**src/rtl/pc_gen_pkg.sv**
```systemverilog
// pc_gen_pkg: shared types and constants for the PC generator.
//   pc_state_e            - BOOT / RUN / HALT state encoding
//   DEFAULT_RESET_VECTOR  - default first fetch address after reset
//   pc_misaligned_chk     - alignment test on the low PC bits
package pc_gen_pkg;

  typedef enum logic [1:0] {
    BOOT = 2'd0,
    RUN  = 2'd1,
    HALT = 2'd2
  } pc_state_e;

  localparam logic [63:0] DEFAULT_RESET_VECTOR = 64'h8000_0000;

  // Only INST_BYTES of 2 or 4 are legal, so the two low bits are enough.
  function automatic logic pc_misaligned_chk(input logic [1:0] lo, input int inst_bytes);
    return (inst_bytes == 2) ? lo[0] : (|lo);
  endfunction

endpackage

```
**src/rtl/pc_gen_if.sv**
```systemverilog
// pc_gen_if: request/response bundle between the PC generator and its
// neighbours (trap unit, execute, branch predictor, fetch, debug).
//   master : PC generator side (drives pc, pc_valid, pc_misaligned, halted,
//            redirect_cnt and the debug state)
//   slave  : environment side (drives the redirect, prediction, fetch_ready
//            and halt requests)
//
// Handshake: pc is transferred to fetch on a rising edge where
// pc_valid && fetch_ready are both high. pc_valid never depends on
// fetch_ready, and while pc_valid is high with fetch_ready low the offered pc
// stays stable unless a trap or execute redirect replaces it.
interface pc_gen_if
  import pc_gen_pkg::*;
#(
  parameter int XLEN  = 64,
  parameter int CNT_W = 32
);
  logic             trap_valid;
  logic [XLEN-1:0]  trap_pc;
  logic             redirect_valid;
  logic [XLEN-1:0]  redirect_pc;
  logic             pred_valid;
  logic [XLEN-1:0]  pred_pc;
  logic             fetch_ready;
  logic             halt_req;
  logic [XLEN-1:0]  pc;
  logic             pc_valid;
  logic             pc_misaligned;
  logic             halted;
  logic [CNT_W-1:0] redirect_cnt;
  pc_state_e        state;

  modport master (
    input  trap_valid, trap_pc, redirect_valid, redirect_pc,
           pred_valid, pred_pc, fetch_ready, halt_req,
    output pc, pc_valid, pc_misaligned, halted, redirect_cnt, state
  );

  modport slave (
    output trap_valid, trap_pc, redirect_valid, redirect_pc,
           pred_valid, pred_pc, fetch_ready, halt_req,
    input  pc, pc_valid, pc_misaligned, halted, redirect_cnt, state
  );

endinterface

```
**src/rtl/pc_gen_sat_counter.sv**
```systemverilog
// sat_counter: W-bit event counter that sticks at all-ones.
//   clk   - clock, rising edge
//   rst   - synchronous active-high reset, clears the count
//   inc   - count one event this cycle
//   count - current count
module sat_counter #(
  parameter int W = 32
) (
  input  logic         clk,
  input  logic         rst,
  input  logic         inc,
  output logic [W-1:0] count
);

  always_ff @(posedge clk) begin
    if (rst) begin
      count <= '0;
    end else if (inc && (count != '1)) begin
      count <= count + W'(1);
    end
  end

endmodule

```
**src/rtl/pc_gen.sv**
```systemverilog
// pc_gen: fetch program-counter generator.
//   clk  - clock, rising edge
//   rst  - synchronous active-high reset
//   bus  - pc_gen_if.master: redirect/prediction/halt requests in; pc,
//          pc_valid, pc_misaligned, halted, redirect_cnt and debug state out
// After reset the block idles BOOT_DELAY cycles, then offers RESET_VECTOR and
// walks forward by INST_BYTES on every accepted transfer. Traps and execute
// redirects replace the pc whether or not fetch took it; a debug halt parks
// the block until a trap resumes it.
module pc_gen
  import pc_gen_pkg::*;
#(
  parameter int              XLEN         = 64,
  parameter logic [XLEN-1:0] RESET_VECTOR = XLEN'(DEFAULT_RESET_VECTOR),
  parameter int              INST_BYTES   = 4,
  parameter int              BOOT_DELAY   = 2,
  parameter int              CNT_W        = 32
) (
  input logic     clk,
  input logic     rst,
  pc_gen_if.master bus
);

  pc_state_e       state_q;
  logic [3:0]      boot_cnt_q;
  logic [XLEN-1:0] pc_q;
  logic            pc_valid_q;
  logic            pc_misaligned_q;
  logic            halted_q;

  logic [XLEN-1:0] next_pc;
  logic            redir_accept;
  logic            transfer;
  logic [CNT_W-1:0] cnt;

  assign transfer = pc_valid_q && bus.fetch_ready;

  // Single priority mux for the next pc. In RUN the order is
  // trap > redirect > halt (hold) > prediction > sequential > hold; the last
  // two only apply when fetch actually took the current pc. In HALT only a
  // trap can move the pc.
  always_comb begin
    next_pc      = pc_q;
    redir_accept = 1'b0;
    case (state_q)
      RUN: begin
        if (bus.trap_valid) begin
          next_pc      = bus.trap_pc;
          redir_accept = 1'b1;
        end else if (bus.redirect_valid) begin
          next_pc      = bus.redirect_pc;
          redir_accept = 1'b1;
        end else if (bus.halt_req) begin
          next_pc = pc_q;
        end else if (transfer) begin
          next_pc = bus.pred_valid ? bus.pred_pc : (pc_q + XLEN'(INST_BYTES));
        end else begin
          next_pc = pc_q;
        end
      end
      HALT: begin
        if (bus.trap_valid) begin
          next_pc      = bus.trap_pc;
          redir_accept = 1'b1;
        end
      end
      default: next_pc = RESET_VECTOR;
    endcase
  end

  always_ff @(posedge clk) begin
    if (rst) begin
      state_q         <= BOOT;
      boot_cnt_q      <= 4'(BOOT_DELAY);
      pc_q            <= RESET_VECTOR;
      pc_valid_q      <= 1'b0;
      pc_misaligned_q <= 1'b0;
      halted_q        <= 1'b0;
    end else begin
      pc_q            <= next_pc;
      pc_misaligned_q <= pc_misaligned_chk(next_pc[1:0], INST_BYTES);
      case (state_q)
        BOOT: begin
          if (boot_cnt_q != 4'd0) begin
            boot_cnt_q <= boot_cnt_q - 4'd1;
          end
          // The counter reaches zero on the same edge RUN begins, so the
          // first valid pc appears exactly BOOT_DELAY edges after reset.
          if (boot_cnt_q <= 4'd1) begin
            state_q    <= RUN;
            pc_valid_q <= 1'b1;
          end
        end
        RUN: begin
          // A trap or redirect in the same cycle beats halt; halt_req is
          // simply looked at again next cycle.
          if (!bus.trap_valid && !bus.redirect_valid && bus.halt_req) begin
            state_q    <= HALT;
            pc_valid_q <= 1'b0;
            halted_q   <= 1'b1;
          end
        end
        HALT: begin
          if (bus.trap_valid) begin
            state_q    <= RUN;
            pc_valid_q <= 1'b1;
            halted_q   <= 1'b0;
          end
        end
        default: begin
          state_q    <= BOOT;
          boot_cnt_q <= 4'(BOOT_DELAY);
          pc_valid_q <= 1'b0;
          halted_q   <= 1'b0;
        end
      endcase
    end
  end

  sat_counter #(.W(CNT_W)) u_redirect_cnt (
    .clk   (clk),
    .rst   (rst),
    .inc   (redir_accept),
    .count (cnt)
  );

  assign bus.pc            = pc_q;
  assign bus.pc_valid      = pc_valid_q;
  assign bus.pc_misaligned = pc_misaligned_q;
  assign bus.halted        = halted_q;
  assign bus.redirect_cnt  = cnt;
  assign bus.state         = state_q;

endmodule
```
**src/flat_wrapper.sv**
```systemverilog
// flat-port wrapper written by rule: the top's interface ports become plain ports
module pc_gen_flat import pc_gen_pkg::*;
#(
  parameter int              XLEN         = 64,
  parameter logic [XLEN-1:0] RESET_VECTOR = XLEN'(DEFAULT_RESET_VECTOR),
  parameter int              INST_BYTES   = 4,
  parameter int              BOOT_DELAY   = 2,
  parameter int              CNT_W        = 32
)
  (clk, rst, bus_trap_valid, bus_trap_pc, bus_redirect_valid, bus_redirect_pc, bus_pred_valid, bus_pred_pc, bus_fetch_ready, bus_halt_req, bus_pc, bus_pc_valid, bus_pc_misaligned, bus_halted, bus_redirect_cnt, bus_state);
  pc_gen_if #(.XLEN(XLEN), .CNT_W(CNT_W)) bus_i ();
  input logic clk;
  input logic rst;
  input wire logic [$bits(bus_i.trap_valid)-1:0] bus_trap_valid;
  input wire logic [$bits(bus_i.trap_pc)-1:0] bus_trap_pc;
  input wire logic [$bits(bus_i.redirect_valid)-1:0] bus_redirect_valid;
  input wire logic [$bits(bus_i.redirect_pc)-1:0] bus_redirect_pc;
  input wire logic [$bits(bus_i.pred_valid)-1:0] bus_pred_valid;
  input wire logic [$bits(bus_i.pred_pc)-1:0] bus_pred_pc;
  input wire logic [$bits(bus_i.fetch_ready)-1:0] bus_fetch_ready;
  input wire logic [$bits(bus_i.halt_req)-1:0] bus_halt_req;
  output wire logic [$bits(bus_i.pc)-1:0] bus_pc;
  output wire logic [$bits(bus_i.pc_valid)-1:0] bus_pc_valid;
  output wire logic [$bits(bus_i.pc_misaligned)-1:0] bus_pc_misaligned;
  output wire logic [$bits(bus_i.halted)-1:0] bus_halted;
  output wire logic [$bits(bus_i.redirect_cnt)-1:0] bus_redirect_cnt;
  output wire logic [$bits(bus_i.state)-1:0] bus_state;
  assign bus_i.trap_valid = bus_trap_valid;
  assign bus_i.trap_pc = bus_trap_pc;
  assign bus_i.redirect_valid = bus_redirect_valid;
  assign bus_i.redirect_pc = bus_redirect_pc;
  assign bus_i.pred_valid = bus_pred_valid;
  assign bus_i.pred_pc = bus_pred_pc;
  assign bus_i.fetch_ready = bus_fetch_ready;
  assign bus_i.halt_req = bus_halt_req;
  assign bus_pc = bus_i.pc;
  assign bus_pc_valid = bus_i.pc_valid;
  assign bus_pc_misaligned = bus_i.pc_misaligned;
  assign bus_halted = bus_i.halted;
  assign bus_redirect_cnt = bus_i.redirect_cnt;
  assign bus_state = bus_i.state;
  pc_gen #(.XLEN(XLEN), .RESET_VECTOR(RESET_VECTOR), .INST_BYTES(INST_BYTES), .BOOT_DELAY(BOOT_DELAY), .CNT_W(CNT_W)) u_core (.clk(clk), .rst(rst), .bus(bus_i));
endmodule
```
**config.mk**
```make
export PLATFORM = sky130hd
export DESIGN_NAME = pc_gen_flat
export DESIGN_NICKNAME = d
export VERILOG_FILES = /design/src/rtl/pc_gen_pkg.sv /design/src/rtl/pc_gen_if.sv /design/src/rtl/pc_gen_sat_counter.sv /design/src/rtl/pc_gen.sv /design/src/flat_wrapper.sv
export SDC_FILE = /design/constraint.sdc
export NUM_CORES = 1
export LEC_CHECK = 0
export BUFFER_PORTS_ARGS = -buffer_cell sky130_fd_sc_hd__clkbuf_2
export CORE_AREA = 2 2 125 127
export CTS_CLUSTER_SIZE = 24
export DETAILED_ROUTE_END_ITERATION = 12
export DIE_AREA = 0 0 127 129
export PLACE_DENSITY = 0.79
export RECOVER_POWER = 50
export SYNTH_ARGS = -nofsm -noshare
export SYNTH_HDL_FRONTEND = slang
export SYNTH_SLANG_ARGS = --single-unit
export TNS_END_PERCENT = 30
```
**constraint.sdc**
```tcl
create_clock -name clk -period 2.96 [get_ports clk]
set_input_delay 0.148 -clock clk [delete_from_list [all_inputs] [get_ports clk]]
set_output_delay 0.148 -clock clk [all_outputs]
set_load 0.005 [all_outputs]
```
Word level (Yosys, flattened, before mapping)
Cells that the tools add are included.

word-level totals
  register bits after elaboration = 105
  latch bits = 0
  bits in writable memories = 0
  ROM bits = 0
  input bits = 199
  output and inout port bits = 101
  logic and storage cells = 61
  memories kept = 0

cells by class
  add/sub/neg operators = 3
  multiply operators = 0
  div/mod/pow operators = 0
  magnitude comparators = 1
  equal/unequal tests = 9
  shifts and indexed selects = 0
  muxes and demuxes = 24
  bitwise operators = 2
  reductions and logical operators = 14

operators with widths
  cell                     number
  $mux W64                 6
  $pmux W64 S2             1
  $add A64 B3 Y64 const B  1
  $add A32 B1 Y32 const B  1
  $ne A32 B32 Y1 const B   1
  $reduce_and A3 Y1        3
  $mux W1                  8
  $pmux W4 S2              1
  $mux W2                  3
  $ne A2 B1 Y1 const B     3
  $pmux W1 S3              2
  $pmux W2 S3              1
  $le A4 B1 Y1 const B     1
  $logic_and A1 B1 Y1      4
  $mux W4                  1
  $ne A4 B3 Y1 const B     1
  $ne A4 B4 Y1 const B     1
  $reduce_bool A4 Y1       1
  $reduce_or A2 Y1         2
  $sub A4 B1 Y4 const B    1
  $eq A2 B1 Y1 const B     1
  $eq A2 B2 Y1 const B     1
  $logic_not A1 Y1         2
  $logic_not A2 Y1         1
  other kinds (4)          5

Depth between registers and ports, before layout
Gate-level depths: netlist (run 1).

  word-level depth = 8
  mapped depth = 11
  depth with buffers taken out = 8

Modules after synthesis
A second synthesis (run 1) with hierarchy kept.

second synthesis, totals
  cells, all modules = 987
  area, all modules = 7551.0 µm²

by module, submodules not included
  module       times used  cells an instance  area each (µm²)
  pc_gen       1           788                5876.9
  sat_counter  1           199                1674.1

Worst setup path after synthesis (run 1)
OpenSTA, ideal clock, no wires.

  path kind = reg-to-reg
  from = register u_core.state_q[0] (netlist: u_core.bus.state[0])
  to = register u_core.pc_q[59] (netlist: u_core.bus.pc[59])
  data arrival time = 2.321 ns
  required time = 2.854 ns
  setup slack = 0.533 ns
  stages on the path, launching flop included = 12
  path buffers = 3
  period minus slack after synthesis = 2.427 ns
  cells stage by stage = dfxtp_1 inv_1 ha_1 clkbuf_1 nor2b_1 and4_1 buf_2 clkbuf_1 o21ai_0 a31oi_1 o21ai_0 o311ai_0

between the ends
  word-level cells in the longest chain between the ends = 3

ends and longest elaborated chain
  what                                                   RTL line      RTL
  start, declared                                        pc_gen.sv:24  pc_state_e state_q;
  start signal, assigned                                 pc_gen.sv:73  state_q <= BOOT;
  start signal, assigned                                 pc_gen.sv:90  state_q <= RUN;
  start signal, assigned                                 pc_gen.sv:98  state_q <= HALT;
  $eq A2 B1 Y1 / $eq A2 B2 Y1 (equally long branches)    pc_gen.sv:45  case (state_q)
  $ne A4 B3 Y1 (no source line) (tied with other cells)  -
  $reduce_and A3 Y1 (no source line)                     -
  end signal, assigned                                   pc_gen.sv:80  pc_q <= next_pc;
  end, declared                                          pc_gen.sv:26  logic [XLEN-1:0] pc_q;

Several ways; a longest one is shown, not always the timed one.
A chain may end at the register's enable or synchronous reset.

Worst setup path after layout (run 1)
  from = register u_core.pc_q[2] (netlist: u_core.bus.pc[2])
  to = register u_core.pc_q[47] (netlist: u_core.bus.pc[47])

between the ends
  word-level cells in the longest chain between the ends = 7

ends and longest elaborated chain
  what             RTL line      RTL
  $add A64 B3 Y64  pc_gen.sv:56  next_pc = bus.pred_valid ? bus.pred_pc : (pc_q + XLEN'(INST_BYTES));
  $mux W64         pc_gen.sv:56
  $mux W64         pc_gen.sv:55  end else if (transfer) begin
  $mux W64         pc_gen.sv:53  end else if (bus.halt_req) begin
  $mux W64         pc_gen.sv:50  end else if (bus.redirect_valid) begin
  $mux W64         pc_gen.sv:47  if (bus.trap_valid) begin
  $pmux W64 S2     pc_gen.sv:45

Every way passes these cells. The select of a mux whose other input is x is not followed.

==> results of run 1 <==
-- metrics by stage --
step / power (W) / utilization (%) / std cells / area [um2] / setup WS (ps)
floorplan: 0.00205 / - / 966 / 7270 / 533
global placement: 0.00242 / 60.3 / 1422 / 9030 / 607
detailed placement: 0.00243 / 60.3 / 1422 / 9030 / 488
CTS: 0.00362 / 62.2 / 1438 / 9310 / 477
global route: 0.00376 / 61.6 / 1438 / 9230 / 102
finish: 0.00362 / 61.6 / 1438 / 9230 / 314
-- registers in the layout (all words and copies together) (netlist names) --
register,cells
u_core.bus.state,2
u_core.bus.pc_misaligned,1
u_core.boot_cnt_q,4
u_core.bus.pc,64
u_core.bus.halted,1
u_core.bus.pc_valid,1
u_core.u_redirect_cnt.count,32
-- cells in the final DEF, fill, tap and decap left out, types with 8 or more instances in the layout --
master       n
clkbuf_1    62
nand2b_1    12
nand3_1     51
o211ai_1    13
a21oi_1     36
a221oi_1    42
and4_1      15
inv_1       23
xor2_1      21
nor2_1     101
a31oi_1     12
a22oi_1     12
xnor2_1     29
nor3_1      50
dfxtp_1    105
a211o_1      8
nor4_1      11
or3_1       15
clkbuf_2   238
o31ai_1     17
nand4_1     22
o22ai_1      9
nand2_1     77
ha_1         9
clkbuf_16    9
o21ai_0     79
buf_4       29
and3_1      16
-- logic make-up after synthesis --
group                      after synthesis  share of synthesized area, %
DFF                                    105                          28.9
and+or+nand+nor                        417                          29.9
buffers and inverters                   87                          4.65
AOI/OAI and AO/OA                      286                          27.2
xor gates and xnor gates                50                          6.03
adders and majority gates                9                          1.55
muxes                                   12                          1.76
-- critical path, cell delays in order (launching register included) --
cell and delay (ps):
dfxtp_1 340, clkbuf_1 320, nand3_1 230, nor4_4 320, nand4_1 380, nor4_1 450
o21ai_0 160, a211o_1 330
-- report_power, final --
group | leakage, nW | total (W) | switching (W) | internal [W]
clock | 0.140 | 0.00121 | 0.000624 | 0.000589
sequential | 0.847 | 0.00157 | 0.0000910 | 0.00148
combinational | 2.62 | 0.000832 | 0.000474 | 0.000358
-- routing by layer --
metal  GRT usage, %  routed length (um)  vias up  share of wire (%)
met5              0                   0        -                  0
met4           11.7                 798        0                2.8
met3           8.40                2990       81                 11
met2           55.8               13400      493                 48
met1           40.1               10900     4197                 39
li1               -                   -     4233                  -
-- path summary, 6_finish.rpt --
path | from | end | cells past startpoint
worst max register to register | u_core.bus.pc[2] | u_core.bus.pc[47] | 7
worst min register to register | u_core.bus.halted | u_core.bus.halted | 2
worst max-delay path | u_core.bus.pc[2] | u_core.bus.pc[47] | 7
worst min-delay path | bus_trap_pc[53] | u_core.bus.pc[53] | 3
-- cell type report --
type,instances,area [um2]
flip-flops and latches,105,2100
multi-input cells,774,4850
inverters,24,90.1
repair buffers,331,1670
clock buffers,9,225
fillers,1418,5750
well taps,188,235
clock inverters,7,61.3
==> summary.txt, run 1 <==
STA
  • Minimum hold slack: 15.9 ps
  • Final hold vios: 0
  • Remaining max-slew budget at the tightest pin: 36.4%
  • Final period util: 89.4%
  • Tightest Pin Transition: 952 ps
  • Final setup fails: 0
  • RSZ-0062 raised after global routing: no
  • Final count of pins violating max slew: 0
  • Fmax: 378 MHz
  • Sum Neg Setup Slack: 0 ps
  • Worst clock skew on the final layout: 9.25 ps
  • Clock period minus final worst setup slack: 2650 ps

Clock tree
  • Clock slew seen by the registers of the worst setup and hold paths: 80 ps
  • Inserted Clock Buffers: 9
  • CTS tree: built
  • Clk Latency, worst-skew pair: 360 ps
  • Clock tree sinks: 105
  • Clock Path Buffers: 2
  • Post-cts gate resize count: 0
  • Number of buffers inserted by hold repair at cts: 0
  • Clock root cell: clkbuf_16
  • H-tree depth: 3
  • Setup bufs post-CTS: 0

Yosys
  • Top cells by instance count after synthesis: 105 x dfxtp_1, 102 x nor2_1, 79 x o21ai_0
  • Ys Warns: 0
  • Synthesized flop and latch total: 105
  • Instance count of the mapped netlist: 966
  • Leading register cell type out of synthesis: dfxtp_1
  • Share of flip-flops with an asynchronous set or reset: 0%
  • Most common cell in the netlist: dfxtp_1
  • Syn Std Cell Area: 7270 um2
  • Area share of the largest cell type after synthesis: 28.9%
  • Syn_area_per_cell: 7.52 um2
  • Number of enable-type register cells in the synthesized netlist: 0
  • Cells taking the most area after synthesis: dfxtp_1 29%, o21ai_0 5.4%, nor2_1 5.3%
  • Net count after synthesis: 1174
  • Yosys top cell by area: dfxtp_1
  • Share of the yosys chip area belonging to registers: 28.9%
  • Post-synthesis cell type count: 72

Route
  • Routed via count divided by cell count: 6.26
  • First drt pass iteration count: 6
  • Detail-routed net length per standard cell: 19.6 um
  • Number of design rule violations left after detail routing: 0
  • Number of DRC markers in iteration 0: 986
  • Final WL: 28.1 mm
  • Vias: 9004
  • Detail Route Antenna Nets: 0

Placed design
  • Final Wtd Congestion: 0.928
  • Count of input and output buffers: 299
  • Detailed placement HPWL: 21.6 mm

Power
  • Power density over the cells: 392 nW/um2
  • Worst supply voltage drop on vdd: 0.414 mV
  • Leakage power of the design: 3.61 nW

Floorplan
  • Initial Utilization: 48.5%
  • Cell Rows: 45
  • DIE WIDTH: 127 um
  • Full die area: 16400 um2
  • Top-level I/O count: 300
  • Vertical die dimension: 129 um
  • Core region area: 15000 um2

Finish
  • # nets final: 1453
  • Antenna cell count: 0
  • Share of post-route cells with drive strength above 1: 25.7%
  • Area Growth Syn to Fin: 27.0%

Setup path
  • Worst reg2reg setup slack: 310 ps
  • Data arrival, critical path: 2900 ps
  • Crit path capture type: register
  • Worst Path Required: 3220 ps
  • Category of the worst setup path launch point: register
  • Classification of the worst setup path: reg2reg
  • Worst-path fanout max: 7

Status
  • Result of the run: complete, no violations

Global routing
  • Vias in the first global route: 8260
  • Maximum number of pins on one net before global-route repair: 43
  • Overflow left after global routing: 0
  • Tot GR Track Use: 32.7%
  • Number of antenna violations at the first check in global routing: 0
  • Wire length of the first global-routing pass: 42.9 mm

Job
  • Maximum Capacitance Violations: 0

Hold path
  • Class of the worst hold path: in2reg
Power figures use the tool's default switching activity.
==> run 2, diff against run 1 <==
--- a/config.mk
+++ b/config.mk
@@ -10,7 +10,7 @@
 export CTS_CLUSTER_SIZE = 24
 export DETAILED_ROUTE_END_ITERATION = 12
 export DIE_AREA = 0 0 127 129
-export PLACE_DENSITY = 0.79
+export PLACE_DENSITY = 0.82
 export RECOVER_POWER = 50
 export SYNTH_ARGS = -nofsm -noshare
 export SYNTH_HDL_FRONTEND = slang
==> summary.txt, run 2 (synthesis results as in run 1) <==
Route
  • First drt pass iteration count: 5 (-1)
  • Final WL: 28.3 mm (+0.47%)
  • Number of design rule violations left after detail routing: 0 (unchanged)
  • Vias: 9108 (+1.2%)
  • Detail-routed net length per standard cell: 19.7 um (+0.75%)
  • Routed via count divided by cell count: 6.35 (+1.4%)
  • Number of DRC markers in iteration 0: 925 (-6.2%)
  • Detail Route Antenna Nets: 0 (unchanged)

STA
  • Final period util: 92.6% (+3.2 points)
  • Tightest Pin Transition: 844 ps (-108 ps)
  • Fmax: 365 MHz (-3.5%)
  • Final worst-path setup slack: 219 ps (-94.9 ps)
  • Worst clock skew on the final layout: 13.5 ps (+4.25 ps)
  • Sum Neg Setup Slack: 0 ps (unchanged)
  • Final count of pins violating max slew: 0 (unchanged)
  • Remaining max-slew budget at the tightest pin: 43.8% (+7.4 points)
  • Final setup fails: 0 (unchanged)
  • Clock period minus final worst setup slack: 2740 ps (+94.9 ps)
  • RSZ-0062 raised after global routing: no
  • Final hold vios: 0 (unchanged)

Finish
  • Antenna cell count: 0 (unchanged)
  • Area Growth Syn to Fin: 27.0% (about the same)
  • Share of post-route cells with drive strength above 1: 25.4% (-0.24 points)
  • Most frequent cells in the layout: 236 x clkbuf_2, 105 x dfxtp_1, 101 x nor2_1
  • # nets final: 1449 (-0.28%)
  • Most common cell after layout, fill and taps aside: clkbuf_2
  • Flip-flop count of the largest register after layout: 64 (unchanged)

Global routing
  • Most crowded layer after global routing: met2
  • Maximum number of pins on one net before global-route repair: 44 (+2.3%)
  • Wire length of the first global-routing pass: 44.0 mm (+2.6%)
  • Vias in the first global route: 8567 (+3.7%)
  • Tot GR Track Use: 33.6% (+0.87 points)
  • Overflow left after global routing: 0 (unchanged)
  • GR Util met1: 40.9% (+0.73 points)
  • Met2 layer usage reported by global route: 55.7% (-0.063 points)
  • GR Layer Usage met3: 8.94% (+0.54 points)
  • Number of antenna violations at the first check in global routing: 0 (unchanged)

Floorplan
  • Full die area: 16400 um2 (unchanged)
  • Top-level I/O count: 300 (unchanged)
  • Core region area: 15000 um2 (unchanged)
  • Vertical die dimension: 129 um (unchanged)
  • Cell Rows: 45 (unchanged)
  • DIE WIDTH: 127 um (unchanged)
  • Initial Utilization: 48.5% (unchanged)

Power
  • Power density over the cells: 401 nW/um2 (+2.3%)
  • Worst supply voltage drop on vdd: 0.312 mV (-25%)
  • Leakage power of the design: 3.60 nW (-0.24%)

Clock tree
  • Clock tree sinks: 105 (unchanged)
  • Clock root cell: clkbuf_16
  • Number of buffers inserted by hold repair at cts: 0 (unchanged)
  • Inserted Clock Buffers: 9 (unchanged)
  • Clock slew seen by the registers of the worst setup and hold paths: 80 ps (about the same)
  • Clock Path Buffers: 2 (unchanged)
  • Setup bufs post-CTS: 0 (unchanged)
  • H-tree depth: 3 (unchanged)
  • Post-cts gate resize count: 0 (unchanged)
  • CTS tree: built
  • Clk Latency, worst-skew pair: 370 ps (about the same)

Setup path
  • Category of the worst setup path launch point: register
  • Crit-path slowest cell: and4_1
  • Crit-path cells: inv_1, ha_1, mux2_2, and4_1, o21ai_0, nor4_1, a211o_1
  • Data arrival, critical path: 3060 ps (+160 ps)
  • Largest stage delay on the critical path: 760 ps (+310 ps)
  • Worst-path fanout max: 19 (+12)
  • Classification of the worst setup path: reg2reg
  • Worst Path Required: 3280 ps (+60 ps)
  • Crit path capture type: register

Placed design
  • Worst slack after detailed placement: 328 ps (-160 ps)
  • Count of input and output buffers: 299 (unchanged)
  • Final Wtd Congestion: 0.973 (+4.9%)
  • Detailed placement HPWL: 21.5 mm (-0.62%)

Job
  • Maximum Capacitance Violations: 0 (unchanged)

Hold path
  • Class of the worst hold path: in2reg

Status
  • Result of the run: complete, no violations
==> run 2: changes by cell type in the layout (fill, tap and decap cells not counted) <==
cell | before | now
buf_4 | 29 | 27
inv_6 | 1 | 2
bufinv_16 | 0 | 1
inv_8 | 2 | 0
clkinv_2 | 1 | 0
clkinv_8 | 0 | 1
clkbuf_2 | 238 | 236
==> run 2: critical path: cells and delay by family (launching register included) <==
family / cells / cell delay (ps)
buffers and inverters: 1 / 100
adder cells (fa/ha/maj): 1 / 340
multiplexers: 1 / 330
flip-flops: 1 / 410
AND/OR/NAND/NOR: 2 / 1090
AO/OA/AOI/OAI: 2 / 410
==> run 2: stage by stage <==
stage	instance area, um2	util [%]	hold slack [ps]	power (W)	cells
2_1_floorplan	7270	-	268	0.00205	966
3_3_place_gp	9000	60.1	383	0.00240	1418
3_5_place_dp	9000	60.1	393	0.00242	1418
4_1_cts	9310	62.2	20.5	0.00369	1434
5_1_grt	9230	61.7	24.5	0.00386	1434
6_report	9230	61.7	22.8	0.00370	1434
==> run 2: routing by layer <==
metal  wire length [um]  vias up
li1                   -     4215
met1              10800     4255
met2              13300      545
met3               2970       93
met4               1160        0
met5                  0        -
==> run 2: area by class of cell <==
| class | instances | area (um2) |
|---|---|---|
| fill | 1384 | 5740 |
| multi-input combinational | 774 | 4850 |
| sequential | 105 | 2100 |
| timing repair buffer | 327 | 1640 |
| tap | 188 | 235 |
| clock buffer | 9 | 225 |
| inverter | 24 | 90.1 |
| clock inverter | 7 | 88.8 |
==> run 2: path summary, 6_finish.rpt <==
kind,slack [ps],from,endpoint,cells after the start
max,220,u_core.bus.state[0],u_core.bus.pc[62],7
min reg2reg,500,u_core.u_redirect_cnt.count[6],u_core.u_redirect_cnt.count[6],2
max reg2reg,220,u_core.bus.state[0],u_core.bus.pc[62],7
min,20,bus_trap_pc[55],u_core.bus.pc[55],3
==> run 2: power breakdown <==
group / switching (W) / leakage [nW] / internal [W] / total [W]
Combinational: 0.000478 / 2.61 / 0.000352 / 0.000831
Sequential: 0.0000915 / 0.847 / 0.00148 / 0.00157
Clock: 0.000622 / 0.149 / 0.000674 / 0.00130
